## config.mk

```make
export PLATFORM = sky130hd
export DESIGN_NAME = branch_seq
export DESIGN_NICKNAME = d
export VERILOG_FILES = /design/src/rtl/branch_seq.sv
export SDC_FILE = /design/constraint.sdc
export NUM_CORES = 1
export LEC_CHECK = 0
export ABC_AREA = 1
export ABC_CLOCK_PERIOD_IN_PS = 3100
export CORE_ASPECT_RATIO = 0.8
export CORE_MARGIN = 2
export CORE_UTILIZATION = 35
export DETAILED_ROUTE_END_ITERATION = 7
export GPL_ROUTABILITY_DRIVEN = 0
export PLACE_DENSITY = 0.63
export SLEW_MARGIN = 20
export SYNTH_ARGS = -nofsm -noshare
export SYNTH_HDL_FRONTEND = slang
export SYNTH_SLANG_ARGS = --single-unit
```

## constraint.sdc

```tcl
create_clock -name clock -period 3.1 [get_ports clock]
set_clock_uncertainty 0.2 [all_clocks]
set_input_delay 0.31 -clock clock [delete_from_list [all_inputs] [get_ports clock]]
set_output_delay 0.31 -clock clock [all_outputs]
set_load 0.02 [all_outputs]
```

## src/rtl/branch_seq.sv

```systemverilog
// branch_seq: multi-cycle LEGv8 branch sequencer.
// Evaluates a latched branch, optionally links, then issues the PC update.
module branch_seq #(
  parameter int unsigned DATA_W      = 64,
  parameter logic [4:0]  LINK_REG    = 5'd30,
  parameter bit          LINK_EN     = 1'b1,
  parameter logic [4:0]  FSEL_PASS_A = 5'b00000,
  parameter logic [4:0]  FSEL_PASS_B = 5'b00001
) (
  input  logic              clock,
  input  logic              reset,
  input  logic              start,
  input  logic [31:0]       instruction,
  input  logic [4:0]        status,
  output logic [30:0]       controlword,
  output logic [DATA_W-1:0] K,
  output logic              busy,
  output logic              done,
  output logic              taken,
  output logic              illegal
);

  typedef enum logic [1:0] {
    S_IDLE, S_EVAL, S_LINK, S_JUMP
  } state_e;

  typedef enum logic [2:0] {
    C_B, C_BL, C_BC, C_CBZ, C_CBNZ, C_BR, C_ILL
  } cls_e;

  typedef struct packed {
    logic [1:0] psel;
    logic [4:0] da;
    logic [4:0] sa;
    logic [4:0] sb;
    logic [4:0] fsel;
    logic       regw;
    logic       ramw;
    logic       en_mem;
    logic       en_alu;
    logic       en_b;
    logic       en_pc;
    logic       bsel;
    logic       pcsel;
    logic       sl;
  } cw_t;

  localparam cw_t CW_NOP =
    cw_t'({2'b00, 5'd31, 5'd31, 5'd31, 14'd0});

  state_e            state_q, state_d;
  logic [31:0]       instr_q, instr_d;
  logic [3:0]        flags_q, flags_d;
  logic              tk_q, tk_d;
  cw_t               cw_q, cw_d;
  logic [DATA_W-1:0] k_q, k_d;
  logic              busy_q, busy_d;
  logic              done_q, done_d;

  logic              idle;
  logic [31:0]       ins;
  cls_e              cls;
  logic [DATA_W-1:0] kval;
  logic              cond_ok;
  logic              eval_tk;

  // In IDLE the word on the port is the one about to be latched.
  assign idle = (state_q == S_IDLE);
  assign ins  = idle ? instruction : instr_q;

  // Classify the active instruction word.
  always_comb begin
    cls = C_ILL;
    unique case (1'b1)
      ins[31:26] == 6'b000101:       cls = C_B;
      ins[31:26] == 6'b100101:       cls = C_BL;
      ins[31:24] == 8'b10110100:     cls = C_CBZ;
      ins[31:24] == 8'b10110101:     cls = C_CBNZ;
      ins[31:24] == 8'b01010100:     cls = C_BC;
      ins[31:21] == 11'b11010110000: cls = C_BR;
      default:                       cls = C_ILL;
    endcase
  end

  // Sign-extended word offset for the PC adder.
  always_comb begin
    kval = '0;
    unique case (cls)
      C_B, C_BL:
        kval = {{(DATA_W-28){ins[25]}}, ins[25:0], 2'b00};
      C_BC, C_CBZ, C_CBNZ:
        kval = {{(DATA_W-21){ins[23]}}, ins[23:5], 2'b00};
      default: kval = '0;
    endcase
  end

  // B.cond predicate over latched {V,C,N,Z}.
  always_comb begin
    cond_ok = 1'b0;
    unique case (ins[3:0])
      4'h0: cond_ok = flags_q[0];
      4'h1: cond_ok = !flags_q[0];
      4'h2: cond_ok = flags_q[2];
      4'h3: cond_ok = !flags_q[2];
      4'h4: cond_ok = flags_q[1];
      4'h5: cond_ok = !flags_q[1];
      4'h6: cond_ok = flags_q[3];
      4'h7: cond_ok = !flags_q[3];
      4'h8: cond_ok = flags_q[2] & !flags_q[0];
      4'h9: cond_ok = !(flags_q[2] & !flags_q[0]);
      4'hA: cond_ok = (flags_q[1] == flags_q[3]);
      4'hB: cond_ok = (flags_q[1] != flags_q[3]);
      4'hC: cond_ok = !flags_q[0] & (flags_q[1] == flags_q[3]);
      4'hD: cond_ok = !(!flags_q[0] & (flags_q[1] == flags_q[3]));
      default: cond_ok = 1'b1;
    endcase
  end

  // Branch decision; Zalu is taken live during EVAL.
  always_comb begin
    eval_tk = 1'b0;
    unique case (cls)
      C_B, C_BL, C_BR: eval_tk = 1'b1;
      C_CBZ:           eval_tk = status[4];
      C_CBNZ:          eval_tk = !status[4];
      C_BC:            eval_tk = cond_ok;
      default:         eval_tk = 1'b0;
    endcase
  end

  // Next state and registered outputs for the coming cycle.
  always_comb begin
    state_d = state_q;
    instr_d = instr_q;
    flags_d = flags_q;
    tk_d    = (state_q == S_EVAL) ? eval_tk : tk_q;
    cw_d    = CW_NOP;
    unique case (state_q)
      S_IDLE: if (start) begin
        state_d = S_EVAL;
        instr_d = instruction;
        flags_d = status[3:0];
      end
      S_EVAL: state_d = (cls == C_BL && LINK_EN) ? S_LINK : S_JUMP;
      S_LINK: state_d = S_JUMP;
      default: state_d = S_IDLE;
    endcase
    unique case (state_d)
      S_EVAL: if (cls == C_CBZ || cls == C_CBNZ) begin
        cw_d.sb     = ins[4:0];
        cw_d.fsel   = FSEL_PASS_B;
        cw_d.en_alu = 1'b1;
      end
      S_LINK: begin
        cw_d.da    = LINK_REG;
        cw_d.regw  = 1'b1;
        cw_d.en_pc = 1'b1;
      end
      S_JUMP: begin
        cw_d.sl = 1'b1;
        if (!tk_d) begin
          cw_d.psel = 2'b01;
        end else if (cls == C_BR) begin
          cw_d.psel   = 2'b11;
          cw_d.sa     = ins[9:5];
          cw_d.fsel   = FSEL_PASS_A;
          cw_d.en_alu = 1'b1;
          cw_d.pcsel  = 1'b1;
        end else begin
          cw_d.psel  = 2'b10;
          cw_d.pcsel = 1'b1;
        end
      end
      default: cw_d = CW_NOP;
    endcase
    k_d    = (state_d == S_IDLE) ? '0 : kval;
    busy_d = (state_d != S_IDLE);
    done_d = (state_d == S_JUMP);
  end

  // State and output registers.
  always_ff @(posedge clock or negedge reset) begin
    if (!reset) begin
      state_q <= S_IDLE;
      instr_q <= '0;
      flags_q <= '0;
      tk_q    <= 1'b0;
      cw_q    <= CW_NOP;
      k_q     <= '0;
      busy_q  <= 1'b0;
      done_q  <= 1'b0;
    end else begin
      state_q <= state_d;
      instr_q <= instr_d;
      flags_q <= flags_d;
      tk_q    <= tk_d;
      cw_q    <= cw_d;
      k_q     <= k_d;
      busy_q  <= busy_d;
      done_q  <= done_d;
    end
  end

  assign controlword = cw_q;
  assign K           = k_q;
  assign busy        = busy_q;
  assign done        = done_q;
  assign taken       = done_q & tk_q;
  assign illegal     = done_q & (cls == C_ILL);

endmodule
```

==> reports/results.tsv, run 1 <==
stage	metric	value	unit
yosys	number of flops mapped to enable cells by yosys	0	
sta	Slew @ Worst Pin	0.8856	ns
finish	# nets final	709	
route	Vias	3845	
place	port bufs	124	
route	routed len/inst	12.88	µm
grt	gr usage total	16.17	%
cts	CTS root buffer	clkbuf_16	
finish	register area	2091	µm²
yosys	leading area contributor after synthesis	dfrtp_1	
sta	Slew HR	40.96	%
sta	Slew Viols, Final	0	
finish	fin cells	845	
setup_path	CP arrival	2.45	ns
finish	Syn-to-layout area delta	33.35	%
grt	vias in the first global route	3522	
setup_path	worst-path maximum fanout	19	
floorplanning	I/O pin total	139	
setup_path	worst setup path startpoint	state_q[1]$_DFF_PN0_	
outcome	outcome	complete, no violations	
yosys	Seq/Total Area, Yosys	46.48	%
grt	total grt overflow	0	
floorplanning	Core Area	12680	µm²
finish	share of cells above drive strength 1	11.64	%
finish	diode count	0	
yosys	Mapped Area	4498	µm²
floorplanning	row cnt	37	
power	P per Cell Area	921.2	nW/µm²
yosys	Avg Inst Size Synth	7.864	µm²
setup_path	CP Launch Type	flip-flop	
route	Initial DRC Count	222	
grt	wire length of the first global-routing pass	17330	µm
worst_hold_path	min-delay src	instr_q[19]$_DFFE_PN0P_	
floorplanning	initial core utilization	35.46	%
cts	H-tree depth	3	
finish	multi-input logic area	1632	µm²
route	Post-DRT Antenna Nets	0	
setup_path	CP endpoint kind	output pin	
cts	deepest clock path buffer count	2	
floorplanning	Chip Width	130.7	µm
yosys	Ys Warns	0	
route	# DRC	0	
worst_hold_path	HP Class	reg -> reg	
cts	CTS sink cnt	83	
setup_path	Critical R2R Launch	state_q[1]$_DFF_PN0_	
grt	pin count of the biggest net entering global routing	84	
floorplanning	DIE HEIGHT	105.4	µm
route	detailed-route wire length	10880	µm
power	P_leak	3.018	nW
grt	initial antenna violation count	0	
setup_path	CP required	2.59	ns
yosys	Area contributors post-synth	dfrtp_1 (40%), nand2_1 (14%), buf_4 (9.5%)	
power	peak supply drop	359.1	µV
setup_path	Setup CP Type	reg -> out	
floorplanning	die area	13780	µm²
cts	CTS tree	yes	
route	DRT Pass-1 Iters	5	
place	Detail Placement HPWL	8218	µm
finish	Filler cells	1252	
worst_hold_path	Hold Crit Depth	2	
sta	Tmin final	2.965	ns
sta	TNS Setup	0	ns
yosys	FFs w/ async S/R, synth	100.0	%
yosys	Synth top area share	40.06	%
finish	commonest non-fill, non-tap cell in the layout	nand2_1	
power	Power Total	5.526	mW
cts	Num CTS Buffers	9	
yosys	synthesized netlist cell count	572	
setup_path	Register-to-Register Path Depth	16	
sta	Fmax	337.3	MHz
route	routed vias/inst	4.550	
cts	clk_lat worst skew	0.35	ns
sta	final setup fails	0	
sta	Final period util	95.64	%
yosys	Post-synth top flop	dfrtp_1	
sta	Hold Vio Cnt, Final	0	
job	max cap viols	0	
yosys	register bit total from synthesis	83	
place	placed instance count	824	
cts	Clk pin slew, worst setup/hold paths	0.06	ns
finish	commonest non-fill, non-tap cells in the layout	nand2_1 (162), clkdlybuf4s50_1 (122), inv_1 (77)	
yosys	post-synth cell types	31	
-- critical path, cell delays in order (launching register included) --
cell             delay [ns]
dfrtp_1                0.42
inv_2                  0.10
ha_4                   0.19
buf_12                 0.15
nand2_1                0.07
nand2_2                0.10
nand2_1                0.11
nor2_4                 0.15
nand2_2                0.08
nand2_1                0.11
nor3_2                 0.05
buf_4                  0.16
and2_1                 0.13
clkdlybuf4s15_1        0.28
-- layout make-up --
type	count	area share, %
inverter	87	5.486
clock inverter	5	1.043
clock buffer	11	3.880
sequential	83	34.86
tap	175	3.650
timing repair buffer	144	23.88
multi-input combinational	340	27.20
-- what timing repair did --
action / 4_1_cts / 5_1_grt
resized for setup: 6 / 5
hold buffers: 1 / 0
pin swaps: 0 / 1
endpoints found under the setup margin: 1 / 1
endpoints found under the hold margin: 33 / 0
setup buffers: 0 / 3
gates cloned: 1 / 0
-- metrics by stage --
| step | hold slack [ns] | setup slack (ns) | instance area (µm²) | utilization, % |
|---|---|---|---|---|
| 2_1_floorplan | -0.1856 | 0.8155 | 4543 | - |
| 3_3_place_gp | 0.2605 | 0.06584 | 5604 | 44.18 |
| 3_5_place_dp | 0.2694 | -0.05058 | 5604 | 44.18 |
| 4_1_cts | 0.2840 | 0.04175 | 5961 | 46.99 |
| 5_1_grt | 0.3158 | -0.009685 | 5998 | 47.29 |
| 6_report | 0.2844 | 0.1352 | 5998 | 47.29 |
-- cells in the mapped netlist (4+ instances only) --
master / instances
nand2_1: 163
inv_1: 79
dfrtp_1: 72
o21ai_0: 60
buf_4: 57
nor2_1: 23
nand3_1: 18
o22ai_1: 18
dfstp_2: 11
clkbuf_1: 10
a21oi_1: 8
inv_2: 8
nand2_2: 7
nand4_1: 6
buf_6: 4
ha_1: 4
-- logic make-up after synthesis --
family | share of synthesized area, %
simple gates | 21.59
buf+inv | 18.92
compound gates | 10.99
flops | 46.48
fa+ha+maj | 1.113
mux | 0.7510
other cells | 0.1670
-- power by group --
group | internal, mW | leakage, nW | switching [mW]
logic | 1.11 | 1.83 | 1.77
registers | 1.41 | 1.05 | 0.183
clock network | 0.630 | 0.142 | 0.431
-- flip-flops by register name, summed over array words and instances (netlist names) --
register     count
K               26
busy             1
controlword     17
flags_q          4
instr_q         32
state_q          2
tk_q             1
-- final timing paths --
| kind | endpoint | slack (ns) |
|---|---|---|
| min in group asynchronous | instr_q[3]$_DFFE_PN0P_ | 0.39 |
| worst max register to register | controlword[20]$_DFF_PN1_ | 0.51 |
| worst min-delay path | instr_q[19]$_DFFE_PN0P_ | 0.28 |
| worst max-delay path | illegal | 0.14 |
| worst min register to register | instr_q[19]$_DFFE_PN0P_ | 0.28 |
| max in group asynchronous | instr_q[15]$_DFFE_PN0P_ | 1.82 |
-- metal layers --
layer | routed length, µm | global-route usage (%) | part of all wire [%] | up-vias
met2 | 4822 | 24.96 | 44 | 174
met1 | 5065 | 22.25 | 47 | 1767
met3 | 882 | 4.467 | 8.1 | 10
li1 | - | - | - | 1894
met4 | 112 | 4.635 | 1.0 | 0
met5 | 0 | 0 | 0 | -
Note: power is estimated with default switching activity, not from simulation.
==> run 2, diff against run 1 <==
- ABC_CLOCK_PERIOD_IN_PS: 3100 -> not set
- PLACE_DENSITY: 0.63 -> not set
- PLACE_DENSITY_LB_ADDON: not set -> 0.08
==> run 2 against run 1 <==
Compared with the run above:
- utilization fell by 0.52 points
- clock-buffer cell count is 2 lower
- via count is 4.2% lower
- sequential power barely moved
- routed wire length decreased by 3.8%
- fmax increased by 5.1%
- power is 1.7% lower
- setup slack improved by 0.15 ns
- largest cell class unchanged
- largest power group unchanged
==> reports/results.tsv, run 2 (same netlist as run 1, synthesis figures left out) <==
stage	metric	value	unit
place	Detail Placement HPWL	7719	µm
setup_path	Setup CP Type	reg -> out	
worst_hold_path	HP Class	reg -> reg	
sta	Slew Viols, Final	0	
setup_path	CP max stage delay	0.40	ns
floorplanning	row cnt	37	
route	routed len/inst	12.48	µm
finish	commonest non-fill, non-tap cell in the layout	nand2_1	
setup_path	worst-path maximum fanout	15	
finish	commonest non-fill, non-tap cells in the layout	nand2_1 (162), clkdlybuf4s50_1 (122), inv_1 (78)	
finish	diode count	0	
setup_path	CP endpoint kind	output pin	
grt	total grt overflow	0	
sta	TNS Setup	0	ns
grt	grt met2 use	24.22	%
route	Post-DRT Antenna Nets	0	
finish	Filler cells	1276	
floorplanning	DIE HEIGHT	105.4	µm
setup_path	register-to-register setup slack	0.52	ns
setup_path	CP required	2.59	ns
cts	CTS root buffer	clkbuf_16	
floorplanning	initial core utilization	35.46	%
finish	Largest Register	instr_q	
finish	max reg flops	32	
route	DRT Pass-1 Iters	4	
cts	deepest clock path buffer count	2	
grt	met3 usage	3.909	%
grt	initial antenna violation count	0	
place	Place WS	0.1695	ns
route	Initial DRC Count	139	
sta	RSZ-0062 raised after global routing	no	
sta	Final period util	90.96	%
worst_hold_path	Worst Hold End	instr_q[15]$_DFFE_PN0P_	
floorplanning	Core Area	12680	µm²
sta	Hold Vio Cnt, Final	0	
sta	Fmax	354.7	MHz
setup_path	worst-path cell chain	inv_1 > ha_4 > buf_6 > nand2_1 > nand2_2 > nand2_1 > nor2_4 > nand2_2 > nand2_1 > nor3_1 > buf_4 > and2_1 > clkbuf_2	
cts	clk_lat worst skew	0.34	ns
cts	Num CTS Buffers	9	
place	port bufs	124	
sta	final setup fails	0	
power	peak supply drop	340.7	µV
sta	Slew @ Worst Pin	0.7717	ns
route	routed vias/inst	4.392	
setup_path	most frequent CP cell	nand2_1	
cts	CTS tree	yes	
route	Vias	3685	
setup_path	CP Launch Type	flip-flop	
setup_path	crit path max-delay cell type	dfrtp_1	
worst_hold_path	Hold Crit Depth	2	
power	P per Cell Area	915.5	nW/µm²
floorplanning	I/O pin total	139	
setup_path	end of the worst register-to-register path	controlword[23]$_DFF_PN1_	
sta	Tmin final	2.820	ns
grt	gr usage total	16.05	%
cts	Post-CTS Setup Bufs	0	
sta	worst setup slack after layout	0.2804	ns
setup_path	Register-to-Register Path Depth	15	
grt	GRT Max-Usage Layer	met2	
cts	H-tree depth	3	
outcome	outcome	complete, no violations	
route	# DRC	0	
grt	met1 usage	22.78	%
worst_hold_path	min-delay src	instr_q[15]$_DFFE_PN0P_	
power	P_leak	2.983	nW
grt	vias in the first global route	3505	
finish	# nets final	703	
route	detailed-route wire length	10470	µm
setup_path	Critical R2R Launch	state_q[1]$_DFF_PN0_	
floorplanning	Chip Width	130.7	µm
finish	Syn-to-layout area delta	31.88	%
grt	wire length of the first global-routing pass	17350	µm
finish	share of cells above drive strength 1	10.84	%
job	max cap viols	0	
setup_path	CP arrival	2.31	ns
sta	Slew HR	48.56	%
cts	Clk pin slew, worst setup/hold paths	0.06	ns
floorplanning	die area	13780	µm²
grt	pin count of the biggest net entering global routing	84	
cts	CTS sink cnt	83	
[run 2: worst max path at each step]
| stage | startpoint | end | slack [ns] |
|---|---|---|---|
| 2_1_floorplan | state_q[0]$_DFF_PN0_ | illegal | 0.82 |
| 3_3_place_gp | state_q[0]$_DFF_PN0_ | illegal | 0.24 |
| 3_5_place_dp | state_q[0]$_DFF_PN0_ | illegal | 0.17 |
| 4_1_cts | state_q[0]$_DFF_PN0_ | illegal | 0.03 |
| 5_1_grt | state_q[1]$_DFF_PN0_ | illegal | 0.12 |
| 6_report | state_q[1]$_DFF_PN0_ | illegal | 0.28 |
[run 2: what timing repair did]
action,in CTS,in global routing
hold buffers,0,1
setup endpoints to repair,1,1
hold endpoints to repair,0,72
gates resized for setup,2,8
[run 2: report_power, final]
part           switching (mW)  total, mW  internal (mW)
logic                    1.74       2.73          0.989
registers               0.154       1.56           1.41
clock network           0.438       1.14          0.702
[run 2: cell type report]
type	instances	area (µm²)	share of cell area, %
Sequential cell	83	2091	35.25
Clock buffer	9	225.2	3.797
Clock inverter	7	92.59	1.561
Tap cell	175	219.0	3.691
Multi-Input combinational cell	340	1627	27.42
Timing Repair Buffer	138	1349	22.74
Inverter	87	329.1	5.547
[run 2: per-layer routing]
| metal | part of all wire, % | up-vias |
|---|---|---|
| met5 | 0 | - |
| li1 | - | 1880 |
| met4 | 1.3 | 0 |
| met1 | 49 | 1674 |
| met3 | 6.5 | 13 |
| met2 | 43 | 118 |
[run 2: stage by stage]
step / hold WS, ns / instance area, µm² / util (%) / power (mW) / cells
2_1_floorplan: -0.1856 / 4543 / - / 3.552 / 584
3_5_place_dp: 0.2679 / 5579 / 43.98 / 4.282 / 822
5_1_grt: 0.2980 / 5932 / 46.76 / 5.889 / 839
6_report: 0.2808 / 5932 / 46.76 / 5.431 / 839
4_1_cts: 0.005483 / 5901 / 46.52 / 5.451 / 838
3_3_place_gp: 0.2616 / 5579 / 43.98 / 4.232 / 822
[run 2: worst max-delay path: cells and delay by family (launching register included)]
family | cells | cell delay [ns]
fa+ha+maj | 1 | 0.18
buf+inv | 4 | 0.59
flops | 1 | 0.40
simple gates | 8 | 0.80
